<file path="config.mk">
export PLATFORM = sky130hd
export DESIGN_NAME = pipe_ripple_addsub
export DESIGN_NICKNAME = d
export VERILOG_FILES = /design/src/rtl/pipe_ripple_addsub.sv
export SDC_FILE = /design/constraint.sdc
export NUM_CORES = 1
export LEC_CHECK = 0
export CAP_MARGIN = 20
export CORE_UTILIZATION = 35
export CTS_CLUSTER_SIZE = 10
export DETAILED_ROUTE_END_ITERATION = 8
export GPL_TIMING_DRIVEN = 0
export HOLD_SLACK_MARGIN = 0.03
export SLEW_MARGIN = 20
export SYNTH_ARGS = -nofsm -noshare
export SYNTH_HDL_FRONTEND = slang
export SYNTH_SLANG_ARGS = --single-unit
</file>
<file path="constraint.sdc">
create_clock -name clk -period 1.5 [get_ports clk]
set_input_delay 0.3 -clock clk [delete_from_list [all_inputs] [get_ports clk]]
set_output_delay 0.3 -clock clk [all_outputs]
set_load 0.02 [all_outputs]
</file>
<file path="src/rtl/pipe_ripple_addsub.sv">
// Pipelined ripple-carry adder/subtractor: the WIDTH-bit carry chain is cut into STAGES
// registered slices, with valid/ready handshakes and full backpressure on both sides.
module pipe_ripple_addsub #(
  parameter int unsigned WIDTH  = 8,
  parameter int unsigned STAGES = 2
) (
  input  logic             clk,
  input  logic             rst_n,
  input  logic             in_valid,
  output logic             in_ready,
  input  logic [WIDTH-1:0] a,
  input  logic [WIDTH-1:0] b,
  input  logic             cin,
  input  logic             sub,
  output logic             out_valid,
  input  logic             out_ready,
  output logic [WIDTH-1:0] sum,
  output logic             cout,
  output logic             ovf
);

  localparam int unsigned SW = WIDTH / STAGES;
  localparam logic [STAGES-1:0] ONES = '1;

  logic [STAGES-1:0] vld;
  logic [STAGES-1:0] ld;
  logic              alive_q;

  // Holds in_ready low until the first clock edge after reset release.
  always_ff @(posedge clk or negedge rst_n) begin
    if (!rst_n) alive_q <= 1'b0;
    else        alive_q <= 1'b1;
  end

  assign in_ready = alive_q & ld[0];

  for (genvar k = 0; k < STAGES; k++) begin : g_stg
    localparam int unsigned LO   = k * SW;
    localparam int unsigned BW   = WIDTH - LO;
    localparam int unsigned ZIN  = WIDTH + BW;
    localparam int unsigned ZOUT = ZIN - SW;

    // Payload z = {b_eff bits not yet consumed, a bits not yet consumed | sum bits done}
    logic [ZIN-1:0]   z_in;
    logic [WIDTH-1:0] x_in;
    logic [WIDTH-1:0] x_d;
    logic [BW-1:0]    b_in;
    logic             c_in;
    logic             v_in;
    logic [SW:0]      slice;
    logic [ZOUT-1:0]  z_d;
    logic [ZOUT-1:0]  z_q;
    logic             c_q;
    logic             v_q;

    if (k == 0) begin : g_head
      assign z_in = {(sub ? ~b : b), a};
      assign c_in = sub ? ~cin : cin;
      assign v_in = in_valid & in_ready;
    end else begin : g_body
      assign z_in = g_stg[k-1].z_q;
      assign c_in = g_stg[k-1].c_q;
      assign v_in = g_stg[k-1].v_q;
    end

    assign x_in  = z_in[WIDTH-1:0];
    assign b_in  = z_in[ZIN-1:WIDTH];
    assign slice = {1'b0, x_in[LO +: SW]} + {1'b0, b_in[SW-1:0]} + {{SW{1'b0}}, c_in};

    always_comb begin
      x_d            = x_in;
      x_d[LO +: SW]  = slice[SW-1:0];
    end

    if (k == STAGES - 1) begin : g_tail
      logic ovf_d;
      logic ovf_q;

      assign z_d   = x_d;
      assign ovf_d = (x_in[WIDTH-1] == b_in[BW-1]) && (slice[SW-1] != x_in[WIDTH-1]);

      always_ff @(posedge clk or negedge rst_n) begin
        if (!rst_n)     ovf_q <= 1'b0;
        else if (ld[k]) ovf_q <= ovf_d;
      end

      assign sum       = z_q;
      assign cout      = c_q;
      assign out_valid = v_q;
      assign ovf       = ovf_q;
    end else begin : g_mid
      assign z_d = {b_in[BW-1:SW], x_d};
    end

    // Stage loads when it or any stage downstream has a free slot, or the output drains.
    assign ld[k]  = out_ready | ~&(vld | ~(ONES << k));
    assign vld[k] = v_q;

    always_ff @(posedge clk or negedge rst_n) begin
      if (!rst_n) begin
        z_q <= '0;
        c_q <= 1'b0;
        v_q <= 1'b0;
      end else if (ld[k]) begin
        z_q <= z_d;
        c_q <= slice[SW];
        v_q <= v_in;
      end
    end
  end

endmodule

</file>
==> impl_metrics.ini, run 1 <==
[critical_path]
worstSetupStartpointType = input port
slowest_stage = fa_2
crit_arrival_ns = 1.71
crit_path_max_incr_delay_ns = 0.38
timing.rr.start = g_stg[0].z_q[4]
required_ns = 1.66
path_class = input port to flip-flop
critPathMostFrequentCell = fa_2
setup.worst_path.start = sub
path_cells = buf_12 -> xor2_2 -> fa_2 -> fa_2 -> a21o_1 -> a21oi_2 -> a21oi_1
ff2ff_path_depth = 4
cp_max_fo = 3
r2r_slack_ns = -0.01
cp-end-kind = flip-flop

[clocking]
numCtsBuffers = 3
cts_htree_levels = 1
clk_path_buf_depth = 2
clock-sinks = 26
insertion_delay_ns = 0.26
root_buffer = clkbuf_8
cts_tree = done
clk_pin_slew_ns = 0.09

[final_layout]
fill_cells = 372
layout-drive-gt1-share_pct = 24.4
multi_input_area_sq_um = 722
final_cells = 216
seq_area_sq_um = 651
n_antenna_cell = 0
area_delta_synth_final_pct = 38.2
layout.nets = 202

[synth]
synth.avg_cell_area_sq_um = 10.7
synth_seq_cells = 26
ys.flop_type = dfrtp_1
syn-num-nets = 159
ys_warn_count = 0
synth.most_common_cell = dfrtp_1
synth_top_cell_by_area = dfrtp_1
synthTopCellsByArea = dfrtp_1, fa_1, nand2_1, ha_1, xor2_1
synth-edff-count = 0
async_reset_ff_share_pct = 100
synth.top_cell.area_share_pct = 47.8
synthCells = 127
synth_cell_type_count = 29
netlist_area_sq_um = 1360
synth_common_cells = dfrtp_1, nand2_1, a21oi_1, nor2_1, xor2_1
synth-seq-area-share_pct = 47.8

[grt]
antenna_found_initial = 0
first_global_vias = 995
grt_max_degree = 27
overflow = 0
grt_first_pass_wirelength_um = 4420
grt_usage_pct = 13.7

[status]
status = finished with violations
violations = negative setup slack

[place]
place_congestion = 0.761
place_ws_ns = -0.793
port_buffers = 32
hpwl_um = 1930
place_inst = 207

[floorplan]
start_util_pct = 36.9
pin_count = 34
fp.dieH_um = 64.4
coreArea_sq_um = 3690
rows = 22
fp.dieW_um = 64.4
die_area_sq_um = 4150

[drt]
vias_per_cell = 4.75
ant_nets = 0
vias = 1027
routed_wl_um = 2480
firstDrtPassIters = 4
drt-initial-drc-count = 20
drc_errors = 0
wl_per_cell_um = 11.5

[timing]
rsz0062_at_grt = yes
holdWs_ns = 0.0219
tightest_slew_ns = 0.577
finalSetupViolCount = 3
fmax_mhz = 645
final-max-slew-violation-count = 0
post-route-period-util_pct = 103
setup_slack_ns = -0.0501
setup_tns_ns = -0.0668
hold_viol = 0
clock_skew_ns = 0.00850
maxSlewHeadroom_pct = 61.5
min_period_ns = 1.55

[job]
cap_viol_max_count = 0

[min_path]
hold_path_class = input port to async pin

[power]
p_leak_nw = 0.872
power_density_nw_per_um2 = 1090
vdd_drop_max_v = 0.000432
total_power_mw = 2.06
critical path, delay by kind of cell:
kind                       cells  cell delay [ns]
adders and majority gates      2             0.73
AOI/OAI and AO/OA              3             0.40
xor gates and xnor gates       1             0.17
buffers and inverters          1             0.11
layout make-up:
type                    instances  area share (%)
multi-input cells              92            38.3
flip-flops and latches         26            34.6
repair buffers                 38            17.8
well taps                      48            3.19
plain buffers                   5            3.12
clock buffers                   3            2.19
inverters                       4           0.797
cell families after synthesis:
logic type	synth area share, %
flip-flops	47.7
buffers and inverters	4.32
multiplexers	4.68
XOR/XNOR	7.07
other	0.275
AO/OA/AOI/OAI	10.7
AND/OR/NAND/NOR	13.8
adder cells (fa/ha/maj)	11.4
sequential cells by signal, indices dropped and copies added, names as in the netlist:
| name | count |
|---|---|
| g_stg.v_q | 1 |
| g_stg.c_q | 1 |
| alive_q | 1 |
| sum | 8 |
| cout | 1 |
| ovf | 1 |
| g_stg.z_q | 12 |
| out_valid | 1 |
routing by layer:
| metal | global-route usage (%) | share of wire (%) |
|---|---|---|
| met5 | 0 | 0 |
| met4 | 5.00 | 1.2 |
| met3 | 2.32 | 4.6 |
| met2 | 22.6 | 48 |
| met1 | 17.8 | 46 |
path summary, 6_finish.rpt:
check / end
worst max-delay path: g_stg[0].c_q
max in group asynchronous: sum[6]
min in group clk: sum[4]
worst min register to register: sum[4]
worst min-delay path: g_stg[0].z_q[6]
worst max register to register: sum[5]
stage by stage:
step	cell area (sq um)	util (%)
after detailed placement	1770	47.9
after CTS	1820	49.5
after global placement	1770	48.0
final	1880	51.1
after global routing	1880	51.1
after floorplan	1390	-
layout by cell type (no fill, tap or decap), drive strengths merged, types with 2 or more instances in the layout:
| cell type | instances |
|---|---|
| dfrtp | 26 |
| nand2 | 21 |
| buf | 15 |
| clkdlybuf4s50 | 14 |
| dlygate4sd2 | 13 |
| a21oi | 11 |
| nor2 | 10 |
| xor2 | 7 |
| ha | 6 |
| mux2 | 5 |
| fa | 4 |
| inv | 4 |
| xnor2 | 4 |
| o21ai | 3 |
| a211oi | 3 |
| clkbuf | 3 |
| nand2b | 2 |
| nor2b | 2 |
| nand3 | 2 |
| a21o | 2 |
| a21boi | 2 |
timing repair:
action,in CTS,in global routing
endpoints found under the setup margin,22,10
gates resized for setup,32,11
hold buffers,0,0
hold endpoints to repair,0,0
pin swaps,9,7
buffers inserted,3,3
power by group:
group          total [mW]  switching, mW  internal (mW)
Sequential          0.931         0.0832          0.848
Clock               0.376          0.197          0.179
Combinational       0.754          0.386          0.368
Total                2.06          0.666           1.40
No activity file was read; power rests on OpenSTA's default activity.
==> run 2: changes to the inputs <==
--- a/config.mk
+++ b/config.mk
@@ -11,6 +11,7 @@
 export DETAILED_ROUTE_END_ITERATION = 8
 export GPL_TIMING_DRIVEN = 0
 export HOLD_SLACK_MARGIN = 0.03
+export SETUP_SLACK_MARGIN = 0.5
 export SLEW_MARGIN = 20
 export SYNTH_ARGS = -nofsm -noshare
 export SYNTH_HDL_FRONTEND = slang
==> impl_metrics.ini, run 2 (synthesis gave the netlist of run 1 again) <==
[timing]
rsz0062_at_grt = yes
finalSetupViolCount = 3
holdWs_ns = 0.0176
setup_tns_ns = -0.128
hold_viol = 0
post-route-period-util_pct = 106
final-max-slew-violation-count = 0
fmax_mhz = 630
clock_skew_ns = 0.00119
maxSlewHeadroom_pct = 61.6
tightest_slew_ns = 0.575
min_period_ns = 1.59
setup_slack_ns = -0.0885

[floorplan]
rows = 22
pin_count = 34
coreArea_sq_um = 3690
start_util_pct = 36.9
die_area_sq_um = 4150
fp.dieW_um = 64.4
fp.dieH_um = 64.4

[drt]
firstDrtPassIters = 4
highest_layer = met4
ant_nets = 0
routed-wl-met3_um = 91
drc_errors = 0
vias_per_cell = 4.59
drt-initial-drc-count = 19
met1_length_um = 1340
dr_wl_met2_um = 1620
routed_wl_um = 3070
vias = 1097
wl_per_cell_um = 12.8

[grt]
grt_usage_pct = 17.0
antenna_found_initial = 0
grt_first_pass_wirelength_um = 5360
overflow = 0
grt_max_degree = 27
first_global_vias = 1149

[critical_path]
required_ns = 1.66
cp_max_fo = 4
worstSetupStartpointType = input port
path_class = input port to flip-flop
crit_arrival_ns = 1.75
cp-end-kind = flip-flop

[clocking]
clk_path_buf_depth = 2
insertion_delay_ns = 0.26
clk_pin_slew_ns = 0.09
cts_tree = done
cts_htree_levels = 1
clock-sinks = 26
numCtsBuffers = 3
root_buffer = clkbuf_8

[place]
place_congestion = 0.785
place_area_sq_um = 1800
place_ws_ns = -0.830
port_buffers = 32
place_inst = 207
hpwl_um = 1920

[job]
cap_viol_max_count = 0

[status]
status = finished with violations
violations = negative setup slack

[final_layout]
seq_area_sq_um = 652
n_antenna_cell = 0
final_core_util_pct = 62.2
final_common_cell = dfrtp_1
area_delta_synth_final_pct = 68.4
fill_cells = 296
layout_common_cells = dfrtp_1, buf_6, buf_4
multi_input_area_sq_um = 838
fin_area_sq_um = 2290
largest_reg_flops = 12
largest_register = g_stg.z_q
layout-drive-gt1-share_pct = 50.8
final_cells = 239
layout.nets = 224

[power]
p_leak_nw = 1.05
vdd_drop_max_v = 0.000568
power_density_nw_per_um2 = 1100
total_power_mw = 2.52

[min_path]
hold_path_class = input port to async pin
run 2: cell types whose count changed in the layout (fill, tap and decap cells not counted), sizes merged:
cell	previous run	this run
clkdlybuf4s50	14	12
buf	15	48
dlygate4sd2	13	4
clkbuf	3	4
run 2: critical path, stage by stage:
cell and delay, ns:
buf_12 0.12, xor2_4 0.18, fa_2 0.37, fa_2 0.35, a21o_1 0.19, a21oi_2 0.16
a21oi_2 0.08
run 2: power breakdown:
| group | switching, mW | internal, mW | total [mW] | leakage (nW) |
|---|---|---|---|---|
| sequential | 0.107 | 0.849 | 0.956 | 0.305 |
| clock | 0.217 | 0.234 | 0.452 | 0.0288 |
| combinational | 0.468 | 0.644 | 1.11 | 0.722 |
| total | 0.793 | 1.73 | 2.52 | 1.05 |
run 2: path summary, 6_finish.rpt:
| path | from | to | slack, ns | cells after the start |
|---|---|---|---|---|
| min in group clk | alive_q | g_stg[0].v_q | 0.49 | 2 |
| setup reg to reg | g_stg[0].c_q | sum[5] | -0.02 | 4 |
| max in group asynchronous | rst_n | out_valid | 1.07 | 1 |
| hold reg to reg | alive_q | g_stg[0].v_q | 0.49 | 2 |
| setup / recovery | sub | g_stg[0].c_q | -0.09 | 7 |
| hold / removal | rst_n | sum[0] | 0.02 | 1 |
run 2: final cells by class:
class	count	area share, %
Timing Repair Buffer	60	26.2
Inverter	4	0.654
Buffer	5	3.16
Tap cell	48	2.62
Sequential cell	26	28.4
Clock buffer	4	2.40
Multi-Input combinational cell	92	36.5
run 2: repair_timing:
action                     CTS  global route
pin swaps                   20             5
setup buffers               20             6
cloned                       2             0
hold buffers                 0             0
setup endpoints to repair   36            36
resized for setup          122            14
run 2: routing by layer:
layer  GRT usage (%)  vias up
met5               0        -
li1                -      548
met1            21.5      525
met2            30.0       22
met3            2.32        2
met4            4.72        0
